$ cat src/rtl/ucode_pkg.sv
// Shared microcode definitions: widths, control-bit layout, fixed fetch words, sequencer FSM states.
// Latency: n/a (definitions only).
// Backpressure: n/a; imported by the sequencer, decoder and datapath so all agree on the bit layout.
package ucode_pkg;

    localparam int unsigned W_UI = 16;   // microinstruction width
    localparam int unsigned W_IR = 16;   // instruction register width
    localparam int unsigned W_T  = 3;    // T-state counter width

    localparam logic [W_T-1:0] T_LAST = 3'd7;   // last legal T-state

    // Microinstruction control-bit layout (bit index of each control line)
    localparam int unsigned BIT_RT   = 0;   // reset T: end of instruction
    localparam int unsigned BIT_JMP  = 1;   // jump: load PC from bus
    localparam int unsigned BIT_PO   = 2;   // PC out onto bus
    localparam int unsigned BIT_PINC = 3;   // PC increment (P+)
    localparam int unsigned BIT_AI   = 4;   // memory address register in
    localparam int unsigned BIT_MO   = 5;   // memory out onto bus
    localparam int unsigned BIT_MI   = 6;   // memory in from bus
    localparam int unsigned BIT_II   = 7;   // instruction register in
    localparam int unsigned BIT_IO   = 8;   // instruction operand out
    localparam int unsigned BIT_RAI  = 9;   // register A in
    localparam int unsigned BIT_RAO  = 10;  // register A out
    localparam int unsigned BIT_RBI  = 11;  // register B in
    localparam int unsigned BIT_ALU  = 12;  // ALU result out
    localparam int unsigned BIT_SUB  = 13;  // ALU subtract select
    localparam int unsigned BIT_OUT  = 14;  // output port in
    localparam int unsigned BIT_HLT  = 15;  // datapath halt

    // One-hot mask for a single control bit
    function automatic logic [W_UI-1:0] ui_bit(input int unsigned idx);
        return {{(W_UI-1){1'b0}}, 1'b1} << idx;
    endfunction

    // T0: PC onto bus, latch into address register
    localparam logic [W_UI-1:0] UI_FETCH0 = ui_bit(BIT_PO) | ui_bit(BIT_AI);
    // T1: memory onto bus, load IR, advance PC
    localparam logic [W_UI-1:0] UI_FETCH1 = ui_bit(BIT_MO) | ui_bit(BIT_II) | ui_bit(BIT_PINC);

    typedef enum logic {
        ST_RUN  = 1'b0,
        ST_HALT = 1'b1
    } seq_state_t;

endpackage

$ cat src/rtl/micro_sequencer_if.sv
// Bundle between the sequencer and its decoder/datapath: bus capture, ROM word, stall/halt in; IR, T-state, live word, status out.
// Latency: n/a (wiring only).
// Backpressure: stall freezes the sequencer; halt_req is honoured at instruction boundaries.
interface micro_sequencer_if;

    logic [ucode_pkg::W_IR-1:0] bus_in;      // data bus, captured into IR on II
    logic [ucode_pkg::W_UI-1:0] rom_uinstr;  // decoder output for {instr[15:8], t_state}
    logic                       stall;       // memory not ready
    logic                       halt_req;    // level request to halt at next boundary
    logic [ucode_pkg::W_IR-1:0] instr;       // instruction register
    logic [ucode_pkg::W_T-1:0]  t_state;     // current T-state
    logic [ucode_pkg::W_UI-1:0] uinstr;      // microinstruction in effect this cycle
    logic                       instr_done;  // one-cycle retire pulse
    logic                       halted;      // in HALT
    logic                       t_overflow;  // sticky: a T7 word lacked RT

    // Sequencer side
    modport slave (
        input  bus_in, rom_uinstr, stall, halt_req,
        output instr, t_state, uinstr, instr_done, halted, t_overflow
    );

    // Decoder/datapath side
    modport master (
        output bus_in, rom_uinstr, stall, halt_req,
        input  instr, t_state, uinstr, instr_done, halted, t_overflow
    );

endinterface

$ cat src/rtl/micro_sequencer.sv
// Control-path front end: instruction register, T-state counter and live microinstruction select (fetch words at T0/T1, ROM after).
// Latency: instr/t_state/halted/instr_done/t_overflow update one clock after the qualifying cycle; uinstr is combinational from t_state.
// Backpressure: stall=1 freezes all state; halt_req is sampled only on a retire cycle, resume needs halt_req=0 and stall=0.
//
// Ports: clk, reset (sync, active-high); sif (slave modport): bus_in, rom_uinstr, stall, halt_req in;
//        instr, t_state, uinstr, instr_done, halted, t_overflow out.
module micro_sequencer #(
    parameter logic [ucode_pkg::W_UI-1:0] UI_FETCH0 = ucode_pkg::UI_FETCH0,
    parameter logic [ucode_pkg::W_UI-1:0] UI_FETCH1 = ucode_pkg::UI_FETCH1
) (
    input  logic                    clk,
    input  logic                    reset,
    micro_sequencer_if.slave        sif
);

    import ucode_pkg::*;

    seq_state_t         state_q;
    logic [W_IR-1:0]    instr_q;
    logic [W_T-1:0]     t_state_q;
    logic               instr_done_q;
    logic               t_overflow_q;
    logic [W_UI-1:0]    uinstr_c;
    logic               rt_hit;
    logic               retire;

    // Live microinstruction. HALT forces a no-op so nothing downstream fires.
    always_comb begin
        uinstr_c = sif.rom_uinstr;
        if (state_q == ST_HALT) begin
            uinstr_c = '0;
        end else if (t_state_q == 3'd0) begin
            uinstr_c = UI_FETCH0;
        end else if (t_state_q == 3'd1) begin
            uinstr_c = UI_FETCH1;
        end
    end

    // RT is only honoured from T2 on, so the fetch words can never end an instruction.
    assign rt_hit = uinstr_c[BIT_RT] && (t_state_q >= 3'd2);
    // Running off the end of T7 retires anyway, flagged as an overflow.
    assign retire = rt_hit || (t_state_q == T_LAST);

    always_ff @(posedge clk) begin
        if (reset) begin
            state_q      <= ST_RUN;
            instr_q      <= '0;
            t_state_q    <= '0;
            instr_done_q <= 1'b0;
            t_overflow_q <= 1'b0;
        end else begin
            instr_done_q <= 1'b0;
            case (state_q)
                ST_RUN: begin
                    if (!sif.stall) begin
                        // II and RT in the same word both take effect.
                        if (uinstr_c[BIT_II]) begin
                            instr_q <= sif.bus_in;
                        end
                        if (retire) begin
                            t_state_q    <= '0;
                            instr_done_q <= 1'b1;
                            if (!rt_hit) begin
                                t_overflow_q <= 1'b1;
                            end
                            if (sif.halt_req) begin
                                state_q <= ST_HALT;
                            end
                        end else begin
                            t_state_q <= t_state_q + 3'd1;
                        end
                    end
                end
                ST_HALT: begin
                    t_state_q <= '0;
                    if (!sif.halt_req && !sif.stall) begin
                        state_q <= ST_RUN;
                    end
                end
                default: begin
                    state_q <= ST_RUN;
                end
            endcase
        end
    end

    assign sif.instr      = instr_q;
    assign sif.t_state    = t_state_q;
    assign sif.uinstr     = uinstr_c;
    assign sif.instr_done = instr_done_q;
    assign sif.halted     = (state_q == ST_HALT);
    assign sif.t_overflow = t_overflow_q;

endmodule
$ cat src/flat_wrapper.sv
// flat-port wrapper written by rule: the top's interface ports become plain ports
module micro_sequencer_flat import ucode_pkg::*;
#(
    parameter logic [ucode_pkg::W_UI-1:0] UI_FETCH0 = ucode_pkg::UI_FETCH0,
    parameter logic [ucode_pkg::W_UI-1:0] UI_FETCH1 = ucode_pkg::UI_FETCH1
)
  (clk, reset, sif_bus_in, sif_rom_uinstr, sif_stall, sif_halt_req, sif_instr, sif_t_state, sif_uinstr, sif_instr_done, sif_halted, sif_t_overflow);
  micro_sequencer_if sif_i ();
  input  logic clk;
  input  logic reset;
  input wire logic [$bits(sif_i.bus_in)-1:0] sif_bus_in;
  input wire logic [$bits(sif_i.rom_uinstr)-1:0] sif_rom_uinstr;
  input wire logic [$bits(sif_i.stall)-1:0] sif_stall;
  input wire logic [$bits(sif_i.halt_req)-1:0] sif_halt_req;
  output wire logic [$bits(sif_i.instr)-1:0] sif_instr;
  output wire logic [$bits(sif_i.t_state)-1:0] sif_t_state;
  output wire logic [$bits(sif_i.uinstr)-1:0] sif_uinstr;
  output wire logic [$bits(sif_i.instr_done)-1:0] sif_instr_done;
  output wire logic [$bits(sif_i.halted)-1:0] sif_halted;
  output wire logic [$bits(sif_i.t_overflow)-1:0] sif_t_overflow;
  assign sif_i.bus_in = sif_bus_in;
  assign sif_i.rom_uinstr = sif_rom_uinstr;
  assign sif_i.stall = sif_stall;
  assign sif_i.halt_req = sif_halt_req;
  assign sif_instr = sif_i.instr;
  assign sif_t_state = sif_i.t_state;
  assign sif_uinstr = sif_i.uinstr;
  assign sif_instr_done = sif_i.instr_done;
  assign sif_halted = sif_i.halted;
  assign sif_t_overflow = sif_i.t_overflow;
  micro_sequencer #(.UI_FETCH0(UI_FETCH0), .UI_FETCH1(UI_FETCH1)) u_core (.clk(clk), .reset(reset), .sif(sif_i));
endmodule
$ cat config.mk
export PLATFORM = sky130hd
export DESIGN_NAME = micro_sequencer_flat
export DESIGN_NICKNAME = d
export VERILOG_FILES = /design/src/rtl/ucode_pkg.sv /design/src/rtl/micro_sequencer_if.sv /design/src/rtl/micro_sequencer.sv /design/src/flat_wrapper.sv
export SDC_FILE = /design/constraint.sdc
export NUM_CORES = 1
export LEC_CHECK = 0
export CORE_MARGIN = 5
export CORE_UTILIZATION = 25
export DETAILED_ROUTE_END_ITERATION = 16
export GPL_ROUTABILITY_DRIVEN = 0
export GPL_TIMING_DRIVEN = 1
export SYNTH_ARGS = -nofsm -noshare
export SYNTH_HDL_FRONTEND = slang
export SYNTH_SLANG_ARGS = --single-unit
$ cat constraint.sdc
create_clock -name clk -period 2.4 [get_ports clk]
set_input_delay 0.24 -clock clk [delete_from_list [all_inputs] [get_ports clk]]
set_output_delay 0.24 -clock clk [all_outputs]
set_load 0.05 [all_outputs]
==> Word-level counts from Yosys, hierarchy flattened <==
Index checks and enable logic that the tools add are counted.
{ "word_totals": {"ff_bits": 22, "word_cells": 34} }
{ "classes": {"add_sub_neg": 1, "muxes": 12, "n_reduce_logical": 9, "n_lt_le_gt_ge": 1, "n_bitwise": 3, "eq_ne": 3} }
{ "ops": {"columns": ["cell", "n"], "rows": [
  ["$mux W16", 3],
  ["$mux W3", 2],
  ["$pmux W3 S2", 1],
  ["$mux W1", 5],
  ["$reduce_and A4 Y1", 1],
  ["$add A3 B1 Y3 const B", 1],
  ["$eq A3 B1 Y1 const B", 1],
  ["$eq A3 B3 Y1 const B", 1],
  ["$ge A3 B2 Y1 const B", 1],
  ["$logic_not A3 Y1", 1],
  ["$not A1 Y1", 3],
  ["$reduce_and A3 Y1", 1],
  ["$reduce_or A3 Y1", 1],
  ["$logic_and A1 B1 Y1", 2],
  ["$logic_not A1 Y1", 2],
  ["$ne A2 B2 Y1 const B", 1],
  ["$pmux W1 S2", 1],
  ["$logic_or A1 B1 Y1", 1]
]} }

==> Longest topological paths before layout <==
Gate-level depths: netlist of run 1.
{ "depth": {"depth_word": 9, "mapped_depth": 8, "mapped_depth_nobuf": 6} }

==> Least setup slack after synthesis of run 1 <==
No wires, ideal clock.
{ "synth_timing": {"path_type": "register to output", "from": "reg u_core.t_state_q[0] (netlist: u_core.sif.t_state[0])", "to": "out sif_uinstr[7]", "arrival_ns": 2.459, "path_slack_ns": -0.299, "required_time_ns": 2.160, "stages_incl_launch_ff": 5, "path_cell_list": "dfxtp_1 -> inv_1 -> ha_1 -> nor2b_1 -> a211oi_1"} }
{ "synth_via": {"elab_chain_len": 4, "word_cells_on_any_way": 5} }
{ "synth_lines": {"columns": ["item", "line", "rtl"], "rows": [
  ["start, declared", "micro_sequencer.sv:20", "logic [W_T-1:0] t_state_q;"],
  ["start signal, assigned", "micro_sequencer.sv:70", "t_state_q <= t_state_q + 3'd1;"],
  ["$eq A3 B1 Y1", "micro_sequencer.sv:34", "end else if (t_state_q == 3'd1) begin"],
  ["$mux W16", "micro_sequencer.sv:34", null],
  ["$mux W16 (*)", "micro_sequencer.sv:32", "end else if (t_state_q == 3'd0) begin"],
  ["$mux W16 (*)", "micro_sequencer.sv:30", "if (state_q == ST_HALT) begin"],
  ["end, declared", "flat_wrapper.sv:17", "output wire logic [$bits(sif_i.uinstr)-1:0] sif_uinstr;"]
]} }
Every way passes the cells marked *; elsewhere a longest branch is shown, timed or not.

==> Final worst setup path of run 1 <==
{ "layout_timing": {"from": "reg u_core.t_state_q[1] (netlist: u_core.sif.t_state[1])", "to": "out sif_uinstr[9]"} }
Same word-level chain as after synthesis.

==> results of run 1 <==
-- critical path, delay by kind of cell, from the launching register on --
| family | cells | cell delay, ps |
|---|---|---|
| adders and majority gates | 1 | 260 |
| AOI/OAI and AO/OA | 1 | 240 |
| and+or+nand+nor | 2 | 570 |
| DFF | 1 | 420 |
| buffers and inverters | 2 | 250 |
-- kinds of logic after synthesis --
group / share of synthesized area [%]
buffers and inverters: 5.79
muxes: 14.8
and+or+nand+nor: 22.7
DFF: 40.7
AOI/OAI and AO/OA: 10.2
adders and majority gates: 5.79
-- final cells by class --
type	count	area, µm²	share of cell area (%)
Timing Repair Buffer	75	831	41.7
Multi-Input combinational cell	83	586	29.4
Sequential cell	22	440	22.1
Tap cell	52	65.1	3.27
Clock buffer	4	55.1	2.76
Inverter	4	15.0	0.754
-- cells in the mapped netlist --
cell type and instances:
a32o_1 1, and2_1 10, a21oi_1 5, nand2b_4 1
a2111o_1 1, inv_1 4, nand3b_1 2, nand2_1 4
o21ai_0 1, mux2i_1 16, o21ba_2 1, o21a_1 2
buf_2 1, nor2b_1 3, buf_6 1, a221oi_2 1
buf_12 1, nor2_1 23, o221a_1 1, dfxtp_1 22
a211oi_1 1, clkbuf_1 3, nor3_1 1, and2b_1 1
or2_2 2, nor4b_1 1, ha_1 5
-- per-layer routing --
layer / share of wire (%) / wire length, µm
met3: 14 / 439
met4: 0.75 / 24
met1: 41 / 1310
met5: 0 / 0
met2: 45 / 1440
-- state kept, by name, summed over array words and instances (netlist names) --
register               flops
u_core.sif.halted          1
u_core.sif.instr          16
u_core.sif.instr_done      1
u_core.sif.t_overflow      1
u_core.sif.t_state         3
-- where the power goes --
part / internal, mW / switching, mW
Sequential: 0.379 / 0.0116
Clock: 0.146 / 0.111
Combinational: 0.184 / 0.226
Total: 0.709 / 0.348
-- worst max-delay path by stage --
stage | from | depth (start not counted) | to
finish | u_core.sif.t_state[1]$_SDFFE_PP0P_ | 6 | sif_uinstr[9]
global route | u_core.sif.t_state[1]$_SDFFE_PP0P_ | 6 | sif_uinstr[6]
detailed placement | u_core.sif.t_state[0]$_SDFFE_PP0P_ | 6 | u_core.sif.instr[15]$_SDFFE_PP0P_
global placement | u_core.sif.t_state[1]$_SDFFE_PP0P_ | 6 | u_core.sif.instr[3]$_SDFFE_PP0P_
floorplan | u_core.sif.t_state[1]$_SDFFE_PP0P_ | 6 | u_core.sif.t_overflow$_SDFFE_PP0P_
CTS | u_core.sif.t_state[1]$_SDFFE_PP0P_ | 6 | sif_uinstr[9]
==> out/metrics.cfg, run 1 <==
[place]
dp_cells = 236
post_dp_cell_area_um2 = 1940
dp_slack_ps = 228
io_buffers = 73
hpwl_mm = 2.69

[power_and_ir_drop]
p_total_mw = 1.06
powerDensity_nw_per_um2 = 531
ir_drop_uv = 250
p_leak_nw = 0.884

[synth]
synthTopCellsByArea = dfxtp_1, mux2i_1, nor2_1
synth_top_area_share_pct = 40.7
syn_inst = 115
syn-num-nets = 156
synthDistinctLibCells = 27
synthesis.area_um2 = 1080
post-synth-top-area-cell = dfxtp_1
yosysWarnings = 0
avgSynthCellArea_um2 = 9.40
ys_ff_latch = 22
yosysSeqAreaShare_pct = 40.7

[floorplanning]
fp-row-count = 24
die_area_um2 = 5740
start_util_pct = 25.4
core_area_um2 = 4260
die_h_um = 75.8
pin_count = 74
die_width_um = 75.8

[clock_tree]
cts_resized = 0
ctsHoldBuffers = 0
cts_tree = done
cts_buffers = 3
htree_num_levels = 1
cts_sinks = 22
cts.clk_slew.worst_paths_ps = 70
clk_latency_ps = 250
post_cts_buffers = 0
cts-root-buf = clkbuf_8
clock_path_buffers = 2

[worst_hold_path]
hold_path.class = reg2reg
min_path_cells = 1
worstHoldEndpoint = u_core.sif.t_overflow$_SDFFE_PP0P_
worstHoldStart = u_core.sif.t_overflow$_SDFFE_PP0P_

[sta]
finalSetupTns_ps = 0
skew_ps = 0.941
hold_ws_ps = 484
fin_crit_sh_pct = 93.2
min_period_ps = 2240
rsz0062_at_grt = false
setup_viol = 0
tightestPinTransition_ps = 816
fmax_mhz = 447
finalMaxSlewViolations = 0
finalWorstSetupSlack_ps = 163
slew-limit-headroom_pct = 45.6
hold_viol_final = 0

[global_routing]
grt_pass1_vias = 1073
antenna_found_initial = 0
grt_pass1_wl_mm = 4.87
grt_use_met1_pct = 12.9
gr-max-usage-layer = met2
grt_usage_pct = 10.8
gr-usage-met3_pct = 3.30
grt_max_degree = 19
met2_usage_pct = 18.4
grt-ovfl-total = 0

[detailed_routing]
drtPass1Iterations = 2
routed_via_density = 4.45
drc = 0
detail_route.wl_per_cell_um = 13.4
drt_wl_total_mm = 3.22
num_vias = 1067
drt_iter0_markers = 25
final_antenna_net_count = 0

[worst_setup_path]
r2r_start = u_core.sif.t_state[0]$_SDFFE_PP0P_
cpPeakStageDelay_ps = 420
r2r_end = u_core.sif.instr[12]$_SDFFE_PP0P_
reg2reg_depth = 6
slowest_stage = dfxtp_1
rrSetupSlack_ps = 220
crit_arrival_ps = 2000
worst-endpoint-required_ps = 2160
crit_type = reg2out
start_kind = flop
worst_setup_path_end_kind = output port
cp_max_fo = 10
critical_path.cell_chain = inv_1 -> ha_1 -> o21ba_2 -> nor2_1 -> and2_1 -> buf_12

[layout]
final_nets = 230
layout-drive-gt1-share_pct = 15.4
layout_commonest_cell = clkdlybuf4s50_1
area_delta_synth_final_pct = 84.3
n_antenna_cell = 0
stdcell_area_um2 = 1990
fillers = 404
mostFrequentLayoutCells = clkdlybuf4s50_1, nor2_1, dfxtp_1
final_util_pct = 46.7
final_cells = 240

[outcome]
status = finished clean

[job]
max-cap-violations = 0

(Power assumes the default switching activity.)
==> run 2, diff against run 1 <==
--- a/config.mk
+++ b/config.mk
@@ -5,11 +5,15 @@
 export SDC_FILE = /design/constraint.sdc
 export NUM_CORES = 1
 export LEC_CHECK = 0
+export CELL_PAD_IN_SITES_DETAIL_PLACEMENT = 1
+export CELL_PAD_IN_SITES_GLOBAL_PLACEMENT = 2
 export CORE_MARGIN = 5
-export CORE_UTILIZATION = 25
+export CORE_UTILIZATION = 18
 export DETAILED_ROUTE_END_ITERATION = 16
 export GPL_ROUTABILITY_DRIVEN = 0
 export GPL_TIMING_DRIVEN = 1
+export PLACE_DENSITY_LB_ADDON = 0.1
+export SLEW_MARGIN = 20
 export SYNTH_ARGS = -nofsm -noshare
 export SYNTH_HDL_FRONTEND = slang
 export SYNTH_SLANG_ARGS = --single-unit
==> out/metrics.cfg, run 2 (synthesis gave the netlist of run 1 again) <==
[clock_tree]
ctsHoldBuffers = 0  ; unchanged
cts-root-buf = clkbuf_8  ; unchanged
post_cts_buffers = 0  ; unchanged
cts_resized = 0  ; unchanged
cts_buffers = 3  ; unchanged
cts.clk_slew.worst_paths_ps = 80  ; was 70 ps
htree_num_levels = 1  ; unchanged
clk_latency_ps = 260  ; was 250 ps
cts_sinks = 22  ; unchanged
clock_path_buffers = 2  ; unchanged
cts_tree = done  ; unchanged

[worst_setup_path]
crit_start = u_core.sif.t_state[1]$_SDFFE_PP0P_  ; unchanged
cp_max_fo = 10  ; unchanged
crit_type = reg2out  ; unchanged
worst_setup_path_end_kind = output port  ; unchanged
r2r_end = u_core.sif.instr[15]$_SDFFE_PP0P_  ; was u_core.sif.instr[12]$_SDFFE_PP0P_
reg2reg_depth = 7  ; was 6
worst-endpoint-required_ps = 2160  ; about the same
start_kind = flop  ; unchanged
rrSetupSlack_ps = 500  ; was 220 ps
crit_arrival_ps = 1990  ; was 2000 ps
r2r_start = u_core.sif.t_state[0]$_SDFFE_PP0P_  ; unchanged
crit_path_end = sif_uinstr[1]  ; was sif_uinstr[9]

[layout]
largest_reg_flops = 16  ; unchanged
layout-drive-gt1-share_pct = 15.0  ; was 15.4%
n_antenna_cell = 0  ; unchanged
layout_commonest_cell = clkdlybuf4s50_1  ; unchanged
final_nets = 230  ; unchanged
area_delta_synth_final_pct = 85.6  ; was 84.3%
fillers = 685  ; was 404
mostFrequentLayoutCells = clkdlybuf4s50_1, nor2_1, dfxtp_1  ; unchanged
final_cells = 262  ; was 240

[detailed_routing]
detail_route.wl_per_cell_um = 14.3  ; was 13.4 µm
drt_iter0_markers = 34  ; was 25
num_vias = 1082  ; was 1,067
routed_via_density = 4.13  ; was 4.45
drtPass1Iterations = 4  ; was 2
drt_wl_total_mm = 3.74  ; was 3.22 mm
final_antenna_net_count = 0  ; unchanged
drc = 0  ; unchanged

[outcome]
status = finished clean  ; unchanged

[floorplanning]
die_area_um2 = 7660  ; was 5740 µm²
fp-row-count = 28  ; was 24
start_util_pct = 18.4  ; was 25.4%
core_area_um2 = 5890  ; was 4260 µm²
die_width_um = 87.5  ; was 75.8 µm
die_h_um = 87.5  ; was 75.8 µm
pin_count = 74  ; unchanged

[sta]
min_period_ps = 2230  ; was 2240 ps
rsz0062_at_grt = false  ; unchanged
setup_viol = 0  ; unchanged
slew-limit-headroom_pct = 65.5  ; was 45.6%
tightestPinTransition_ps = 516  ; was 816 ps
hold_ws_ps = 496  ; was 484 ps
fmax_mhz = 449  ; was 447 MHz
skew_ps = 0.752  ; was 0.941 ps
finalWorstSetupSlack_ps = 172  ; was 163 ps
finalSetupTns_ps = 0  ; unchanged
hold_viol_final = 0  ; unchanged
finalMaxSlewViolations = 0  ; unchanged
fin_crit_sh_pct = 92.8  ; was 93.2%

[power_and_ir_drop]
power.share.clock_pct = 22.1  ; was 24.3%
p_leak_nw = 0.877  ; was 0.884 nW
p_int_mw = 0.675  ; was 0.709 mW
seqPwrFrac_pct = 37.8  ; was 37.0%
p_total_mw = 1.03  ; was 1.06 mW
p_sw_mw = 0.356  ; was 0.348 mW
ir_drop_uv = 225  ; was 250 µV
powerDensity_nw_per_um2 = 514  ; was 531 nW/µm²
pwr-share-comb_pct = 40.1  ; was 38.8%
swShare_pct = 34.5  ; was 32.9%

[global_routing]
grt_pass1_vias = 1181  ; was 1,073
antenna_found_initial = 0  ; unchanged
grt_usage_pct = 10.1  ; was 10.8%
grt_pass1_wl_mm = 6.02  ; was 4.87 mm
grt_max_degree = 17  ; was 19
grt-ovfl-total = 0  ; unchanged

[place]
dp_slack_ps = 413  ; was 228 ps
io_buffers = 73  ; unchanged
hpwl_mm = 3.10  ; was 2.69 mm
dp_cells = 259  ; was 236

[job]
max-cap-violations = 0  ; unchanged

[worst_hold_path]
hold_path.class = reg2reg  ; unchanged

run 2: cell count changes in the layout (fill, tap and decap cells not counted):
cell and change:
clkbuf_8 -1
run 2: power by group through the flow:
| stage | Combinational [mW] | Clock [mW] | Sequential, mW |
|---|---|---|---|
| floorplan | 0.186 | 0 | 0.447 |
| global placement | 0.414 | 0 | 0.398 |
| detailed placement | 0.418 | 0 | 0.399 |
| CTS | 0.420 | 0.245 | 0.391 |
| global route | 0.438 | 0.258 | 0.393 |
| finish | 0.413 | 0.228 | 0.390 |
run 2: worst min path at each step:
stage | slack (ps) | end | depth (start not counted) | from
detailed placement | 490 | u_core.sif.t_overflow$_SDFFE_PP0P_ | 1 | u_core.sif.t_overflow$_SDFFE_PP0P_
global route | 540 | u_core.sif.t_overflow$_SDFFE_PP0P_ | 1 | u_core.sif.t_overflow$_SDFFE_PP0P_
finish | 500 | u_core.sif.t_overflow$_SDFFE_PP0P_ | 1 | u_core.sif.t_overflow$_SDFFE_PP0P_
floorplan | 380 | u_core.sif.instr[0]$_SDFFE_PP0P_ | 2 | sif_bus_in[0]
global placement | 450 | u_core.sif.t_overflow$_SDFFE_PP0P_ | 1 | u_core.sif.t_overflow$_SDFFE_PP0P_
CTS | 510 | u_core.sif.t_overflow$_SDFFE_PP0P_ | 1 | u_core.sif.t_overflow$_SDFFE_PP0P_
run 2: area by class of cell:
| cell class | count | area [µm²] | share of cell area [%] |
|---|---|---|---|
| inverters | 4 | 15.0 | 0.748 |
| well taps | 75 | 93.8 | 4.68 |
| repair buffers | 75 | 831 | 41.4 |
| multi-input cells | 83 | 586 | 29.2 |
| flip-flops and latches | 22 | 440 | 21.9 |
| clock buffers | 3 | 41.3 | 2.06 |
run 2: per-stage QoR:
step / util (%) / area, µm²
finish: 34.1 / 2010
global route: 34.1 / 2010
CTS: 34.1 / 2010
detailed placement: 33.4 / 1970
global placement: 33.4 / 1970
floorplan: - / 1090
run 2: layer usage:
| metal | vias to the layer above | share of wire [%] | global-route usage, % |
|---|---|---|---|
| met5 | - | 0 | 0 |
| met4 | 0 | 0.88 | 2.93 |
| met3 | 4 | 11 | 3.50 |
| met2 | 57 | 45 | 17.6 |
| met1 | 490 | 43 | 11.7 |
| li1 | 531 | - | - |
run 2: worst max-delay path, stage by stage (launching register included):
cell     delay [ps]
dfxtp_1         420
inv_1            90
ha_1            250
o21ba_2         230
nor2_1          340
and2_1          250
buf_12          150
==> run 3, diff against run 2 <==
--- a/config.mk
+++ b/config.mk
@@ -10,7 +10,6 @@
 export CORE_MARGIN = 5
 export CORE_UTILIZATION = 18
 export DETAILED_ROUTE_END_ITERATION = 16
-export GPL_ROUTABILITY_DRIVEN = 0
 export GPL_TIMING_DRIVEN = 1
 export PLACE_DENSITY_LB_ADDON = 0.1
 export SLEW_MARGIN = 20
==> results of run 3 <==
No change in the layout: final DEF, timing and power equal those of run 2.
